<file path="src/rtl/matmul_gpio_driver.sv">
// Host-side initiator for the matrix_multiply GPIO load/execute/read protocol.
// Optional golden-result checking: define MATMUL_DRV_CHECK_EN.
module matmul_gpio_driver #(
    parameter int HOLD_CYCLES = 2,
    parameter int EXEC_WAIT   = 4,
    parameter int SETTLE      = 2
) (
    input  logic        clk,
    input  logic        reset,
    input  logic        in_valid,
    output logic        in_ready,
    input  logic [7:0]  in_data,
    output logic        out_valid,
    input  logic        out_ready,
    output logic [16:0] out_data,
    output logic [1:0]  out_idx,
    output logic        out_last,
    output logic        busy,
    output logic [2:0]  mm_sel_in,
    output logic [7:0]  mm_input_val,
    output logic        mm_execute,
    output logic [1:0]  mm_sel_out,
    input  logic [16:0] mm_result
`ifdef MATMUL_DRV_CHECK_EN
   ,output logic        check_err
`endif
);

    typedef enum logic [2:0] {
        S_LOAD, S_HOLD, S_EXEC, S_WAIT, S_SETTLE, S_OUT
    } state_t;

    localparam logic [7:0] HOLD_LAST   = 8'(HOLD_CYCLES - 1);
    localparam logic [7:0] WAIT_LAST   = 8'(EXEC_WAIT - 1);
    localparam logic [7:0] SETTLE_LAST = 8'(SETTLE - 1);

    state_t      state_q, state_d;
    logic [2:0]  idx_q, idx_d;
    logic [1:0]  k_q, k_d;
    logic [7:0]  cnt_q, cnt_d;
    logic        in_ready_q, in_ready_d;
    logic        out_valid_q, out_valid_d;
    logic [16:0] out_data_q, out_data_d;
    logic [1:0]  out_idx_q, out_idx_d;
    logic        out_last_q, out_last_d;
    logic        busy_q, busy_d;
    logic [2:0]  sel_in_q, sel_in_d;
    logic [7:0]  input_val_q, input_val_d;
    logic        execute_q, execute_d;
    logic [1:0]  sel_out_q, sel_out_d;

`ifdef MATMUL_DRV_CHECK_EN
    logic [7:0]  ops_q [8];
    logic [7:0]  ops_d [8];
    logic        check_err_q, check_err_d;
    logic [16:0] gold_k;

    // Golden C[k] = row(k/2) of A dotted with column(k%2) of B
    always_comb begin
        gold_k = '0;
        unique case (k_q)
            2'd0: gold_k = 17'(ops_q[0]) * 17'(ops_q[4])
                         + 17'(ops_q[1]) * 17'(ops_q[6]);
            2'd1: gold_k = 17'(ops_q[0]) * 17'(ops_q[5])
                         + 17'(ops_q[1]) * 17'(ops_q[7]);
            2'd2: gold_k = 17'(ops_q[2]) * 17'(ops_q[4])
                         + 17'(ops_q[3]) * 17'(ops_q[6]);
            2'd3: gold_k = 17'(ops_q[2]) * 17'(ops_q[5])
                         + 17'(ops_q[3]) * 17'(ops_q[7]);
            default: gold_k = '0;
        endcase
    end

    assign check_err = check_err_q;
`endif

    // Next-state and registered-output computation for the protocol sequencer
    always_comb begin
        state_d     = state_q;
        idx_d       = idx_q;
        k_d         = k_q;
        cnt_d       = cnt_q;
        in_ready_d  = in_ready_q;
        out_valid_d = out_valid_q;
        out_data_d  = out_data_q;
        out_idx_d   = out_idx_q;
        out_last_d  = out_last_q;
        busy_d      = busy_q;
        sel_in_d    = sel_in_q;
        input_val_d = input_val_q;
        execute_d   = 1'b0;
        sel_out_d   = sel_out_q;
`ifdef MATMUL_DRV_CHECK_EN
        ops_d       = ops_q;
        check_err_d = check_err_q;
`endif
        unique case (state_q)
            S_LOAD: begin
                if (in_valid && in_ready_q) begin
                    sel_in_d    = idx_q;
                    input_val_d = in_data;
                    busy_d      = 1'b1;
                    in_ready_d  = 1'b0;
                    cnt_d       = '0;
                    state_d     = S_HOLD;
`ifdef MATMUL_DRV_CHECK_EN
                    ops_d[idx_q] = in_data;
`endif
                end else begin
                    in_ready_d = 1'b1;
                end
            end
            S_HOLD: begin
                if (cnt_q == HOLD_LAST) begin
                    cnt_d = '0;
                    if (idx_q == 3'd7) begin
                        execute_d = 1'b1;
                        state_d   = S_EXEC;
                    end else begin
                        idx_d      = idx_q + 3'd1;
                        in_ready_d = 1'b1;
                        state_d    = S_LOAD;
                    end
                end else begin
                    cnt_d = cnt_q + 8'd1;
                end
            end
            S_EXEC: begin
                cnt_d   = '0;
                state_d = S_WAIT;
            end
            S_WAIT: begin
                if (cnt_q == WAIT_LAST) begin
                    cnt_d     = '0;
                    k_d       = '0;
                    sel_out_d = '0;
                    state_d   = S_SETTLE;
                end else begin
                    cnt_d = cnt_q + 8'd1;
                end
            end
            S_SETTLE: begin
                if (cnt_q == SETTLE_LAST) begin
                    cnt_d       = '0;
                    out_data_d  = mm_result;
                    out_idx_d   = k_q;
                    out_last_d  = (k_q == 2'd3);
                    out_valid_d = 1'b1;
                    state_d     = S_OUT;
`ifdef MATMUL_DRV_CHECK_EN
                    if (mm_result != gold_k) check_err_d = 1'b1;
`endif
                end else begin
                    cnt_d = cnt_q + 8'd1;
                end
            end
            S_OUT: begin
                if (out_ready) begin
                    out_valid_d = 1'b0;
                    cnt_d       = '0;
                    if (k_q == 2'd3) begin
                        busy_d     = 1'b0;
                        idx_d      = '0;
                        in_ready_d = 1'b1;
                        state_d    = S_LOAD;
                    end else begin
                        k_d       = k_q + 2'd1;
                        sel_out_d = k_q + 2'd1;
                        state_d   = S_SETTLE;
                    end
                end
            end
            default: state_d = S_LOAD;
        endcase
    end

    // State and output registers with synchronous reset
    always_ff @(posedge clk) begin
        if (reset) begin
            state_q     <= S_LOAD;
            idx_q       <= '0;
            k_q         <= '0;
            cnt_q       <= '0;
            in_ready_q  <= 1'b0;
            out_valid_q <= 1'b0;
            out_data_q  <= '0;
            out_idx_q   <= '0;
            out_last_q  <= 1'b0;
            busy_q      <= 1'b0;
            sel_in_q    <= '0;
            input_val_q <= '0;
            execute_q   <= 1'b0;
            sel_out_q   <= '0;
`ifdef MATMUL_DRV_CHECK_EN
            for (int i = 0; i < 8; i++) ops_q[i] <= '0;
            check_err_q <= 1'b0;
`endif
        end else begin
            state_q     <= state_d;
            idx_q       <= idx_d;
            k_q         <= k_d;
            cnt_q       <= cnt_d;
            in_ready_q  <= in_ready_d;
            out_valid_q <= out_valid_d;
            out_data_q  <= out_data_d;
            out_idx_q   <= out_idx_d;
            out_last_q  <= out_last_d;
            busy_q      <= busy_d;
            sel_in_q    <= sel_in_d;
            input_val_q <= input_val_d;
            execute_q   <= execute_d;
            sel_out_q   <= sel_out_d;
`ifdef MATMUL_DRV_CHECK_EN
            ops_q       <= ops_d;
            check_err_q <= check_err_d;
`endif
        end
    end

    assign in_ready     = in_ready_q;
    assign out_valid    = out_valid_q;
    assign out_data     = out_data_q;
    assign out_idx      = out_idx_q;
    assign out_last     = out_last_q;
    assign busy         = busy_q;
    assign mm_sel_in    = sel_in_q;
    assign mm_input_val = input_val_q;
    assign mm_execute   = execute_q;
    assign mm_sel_out   = sel_out_q;

endmodule

</file>
<file path="config.mk">
export PLATFORM = sky130hd
export DESIGN_NAME = matmul_gpio_driver
export DESIGN_NICKNAME = d
export VERILOG_FILES = /design/src/rtl/matmul_gpio_driver.sv
export SDC_FILE = /design/constraint.sdc
export NUM_CORES = 1
export LEC_CHECK = 0
export CAP_MARGIN = 20
export CORE_ASPECT_RATIO = 1.5
export CORE_MARGIN = 8
export CORE_UTILIZATION = 40
export CTS_CLUSTER_DIAMETER = 50
export CTS_CLUSTER_SIZE = 24
export DETAILED_ROUTE_END_ITERATION = 10
export PLACE_DENSITY = 0.69
export SYNTH_ARGS = -nofsm -noshare
export SYNTH_HDL_FRONTEND = slang
export SYNTH_SLANG_ARGS = --single-unit
</file>
<file path="constraint.sdc">
create_clock -name clk -period 2.2 [get_ports clk]
set_input_delay 0.66 -clock clk [delete_from_list [all_inputs] [get_ports clk]]
set_output_delay 0.66 -clock clk [all_outputs]
set_load 0.005 [all_outputs]
</file>
==> impl_metrics.yaml <==
synth:
  mappedNetlistArea_mm2: 0.00225
  yosys_most_used_dff: "dfxtp_1"
  ys_seq_area_share_pct: 45.3
  netlist_instances: 251
  yosys.area_share.simple_pct: 21.9
  synth_cell_types: 43
  synth_xor_area_share_pct: 0
  synth_top_family_by_area: "simple AND/OR/NAND/NOR gates"
  synth_edf_count: 0
  async_flop_share_pct: 0
  avgSynthCellArea_um2: 8.98
  synth.mux.area_fraction_pct: 9.88
  synth-compound-area-share_pct: 16.1
  synth-seq-cells: 51
  synth_warnings: 0
  synthAdderAreaFrac_pct: 2.77
  syn_nets: 285
detailed_routing:
  remaining_drc_errors: 0
  num_vias: 2025
  drtAntennaViolNets: 0
  drtIter0Drc: 79
  avgRoutedWirePerCell_um: 14.1
  wl_mm: 5.47
  first_pass_iters: 4
  avgViaCountPerCell: 5.23
setup_path:
  r2r_start: "cnt_q[1]"
  cp_slowest_cell: "dfxtp_1"
  startpoint_type: "flip-flop"
  r2r_slack_ns: 0.26
  cp_max_fo: 5
  critPathBufInv: 1
  crit_family: "compound AO/OA/AOI/OAI gates"
  arrival_ns: 2.18
  cpPeakStageDelay_ns: 0.40
  crit_required_ns: 2.44
  worstSetupStartpoint: "cnt_q[1]"
  worstRegToRegCells: 6
  end_kind: "flip-flop"
  path_class: "flip-flop to flip-flop"
  r2r-end: "cnt_q[5]"
  path_cells: "inv_1, ha_1, mux2_1, a32o_1, or3_1, a31oi_1"
floorplanning:
  start_util_pct: 41.4
  die_area_mm2: 0.00834
  core-area_mm2: 0.00545
  ioPinCount: 66
  die_y_um: 108
  dieWidth_um: 77.3
  fp-row-count: 33
global_routing:
  antenna_found_initial: 0
  grt_first_pass_wirelength_mm: 9.36
  grt_max_degree: 25
  grt_pass1_vias: 1974
  overflow: 0
  grtUsageTotal_pct: 13.5
sta:
  fin_ws_ns: 0.259
  max_freq_mhz: 515
  rsz0062_at_grt: "no"
  setup-violations-final: 0
  holdWs_ns: 0.457
  finalClockSkew_ns: 0.00803
  hold_viol_final: 0
  period_share_pct: 88.2
  period_minus_slack_ns: 1.94
  worst_slew_pin_slew_ns: 0.545
  slew-limit-headroom_pct: 63.6
  slew_viol_final: 0
power_and_ir_drop:
  power.leakage_nw: 1.21
  ir_drop_uv: 350
  power.density_mw_per_mm2: 626
placement:
  place_hpwl_mm: 4.03
  place.gp.congestion: 0.779
  place_ws_ns: -0.0233
  portBuffers: 65
hold_path:
  holdCritStartpoint: "mm_sel_in[1]"
  min_path_cells: 2
  hold_class: "flip-flop to flip-flop"
  whs_endpoint: "mm_sel_in[1]"
finish:
  fin_util_pct: 56.2
  drive_above_1_share_pct: 7.57
  fin_nets: 350
  mostFrequentLayoutCells: "clkdlybuf4s50_1, dfxtp_1, nand2_1"
  areaGrowthSynthToFinish_pct: 35.9
  n_antenna_cell: 0
  final_common_cell: "clkdlybuf4s50_1"
clock_network:
  cts.path.max_buffers: 2
  cts_tree: "yes"
  cts_made_buffers: 5
  htreeDepth: 2
  clock_latency_ns: 0.31
  path_clk_slew_ns: 0.09
  clock_sinks: 51
  root_buffer: "clkbuf_8"
  cts_setup_buffers: 0
  hold_buffers: 0
  ctsResizeCount: 0
status:
  status: "finished clean"
run:
  drv_cap: 0
==> worst min-delay path, stage by stage, from the launching register on <==
cell     delay (ns)
dfxtp_1        0.32
nand2_1        0.05
a21oi_1        0.05
==> final cells by class <==
class | instances | area (um^2)
repair buffers | 74 | 713
fillers | 519 | 2390
clock buffers | 5 | 68.8
multi-input cells | 181 | 1140
inverters | 3 | 11.3
clock inverters | 3 | 20.0
flip-flops and latches | 51 | 1020
well taps | 70 | 87.6
==> layer usage <==
metal	GRT usage, %	vias up	part of all wire [%]
li1	-	1026	-
met1	15.6	933	45
met4	6.50	0	1.9
met3	3.32	8	4.9
met2	22.9	58	48
met5	0	-	0
==> worst max-delay path by stage <==
stage	to	slack, ns	depth (start not counted)
final	cnt_q[5]	0.26	6
after global routing	cnt_q[5]	0.11	6
after CTS	in_ready	0.25	1
after floorplan	cnt_q[7]	0.45	6
after global placement	mm_input_val[6]	0.01	5
after detailed placement	mm_input_val[7]	-0.02	5
==> state kept, by name, indices dropped and copies added (netlist names), 2 cells and up <==
| name | count |
|---|---|
| idx_q | 3 |
| mm_sel_in | 3 |
| mm_sel_out | 2 |
| mm_input_val | 8 |
| state_q | 3 |
| out_data | 17 |
| out_idx | 2 |
| cnt_q | 8 |
==> synth_stat cells, types with 4 or more instances <==
cell type,instances,area share [%]
ha_1,5,2.8
buf_2,4,0.89
a31oi_1,6,1.7
clkbuf_1,10,1.7
o21ai_0,12,2.7
a21oi_1,23,5.1
nand2_1,28,4.7
mux2i_1,20,8.9
nand2b_1,5,1.4
or3_1,5,1.4
nand3_1,12,2.7
dfxtp_1,51,45
nor2_1,25,4.2
==> stage by stage <==
| step | std cells | power, W | setup TNS [ns] | cell area, um^2 |
|---|---|---|---|---|
| 2_1_floorplan | 251 | 0.00125 | 0 | 2250 |
| 3_3_place_gp | 379 | 0.00141 | 0 | 2980 |
| 3_5_place_dp | 379 | 0.00141 | -0.184 | 2980 |
| 4_1_cts | 387 | 0.00194 | 0 | 3060 |
| 5_1_grt | 387 | 0.00204 | 0 | 3060 |
| 6_report | 387 | 0.00192 | 0 | 3060 |
==> power breakdown <==
part	internal [W]	switching [W]	total (W)	leakage, nW
combinational	0.000186	0.000190	0.000376	0.754
sequential	0.000958	0.0000525	0.00101	0.412
clock	0.000222	0.000310	0.000532	0.0402
total	0.00137	0.000553	0.00192	1.21
==> cell families after synthesis <==
logic type,Yosys count
AOI/OAI and AO/OA,57
and+or+nand+nor,97
muxes,22
DFF,51
buffers and inverters,19
adders and majority gates,5
Power figures use the tool's default switching activity.
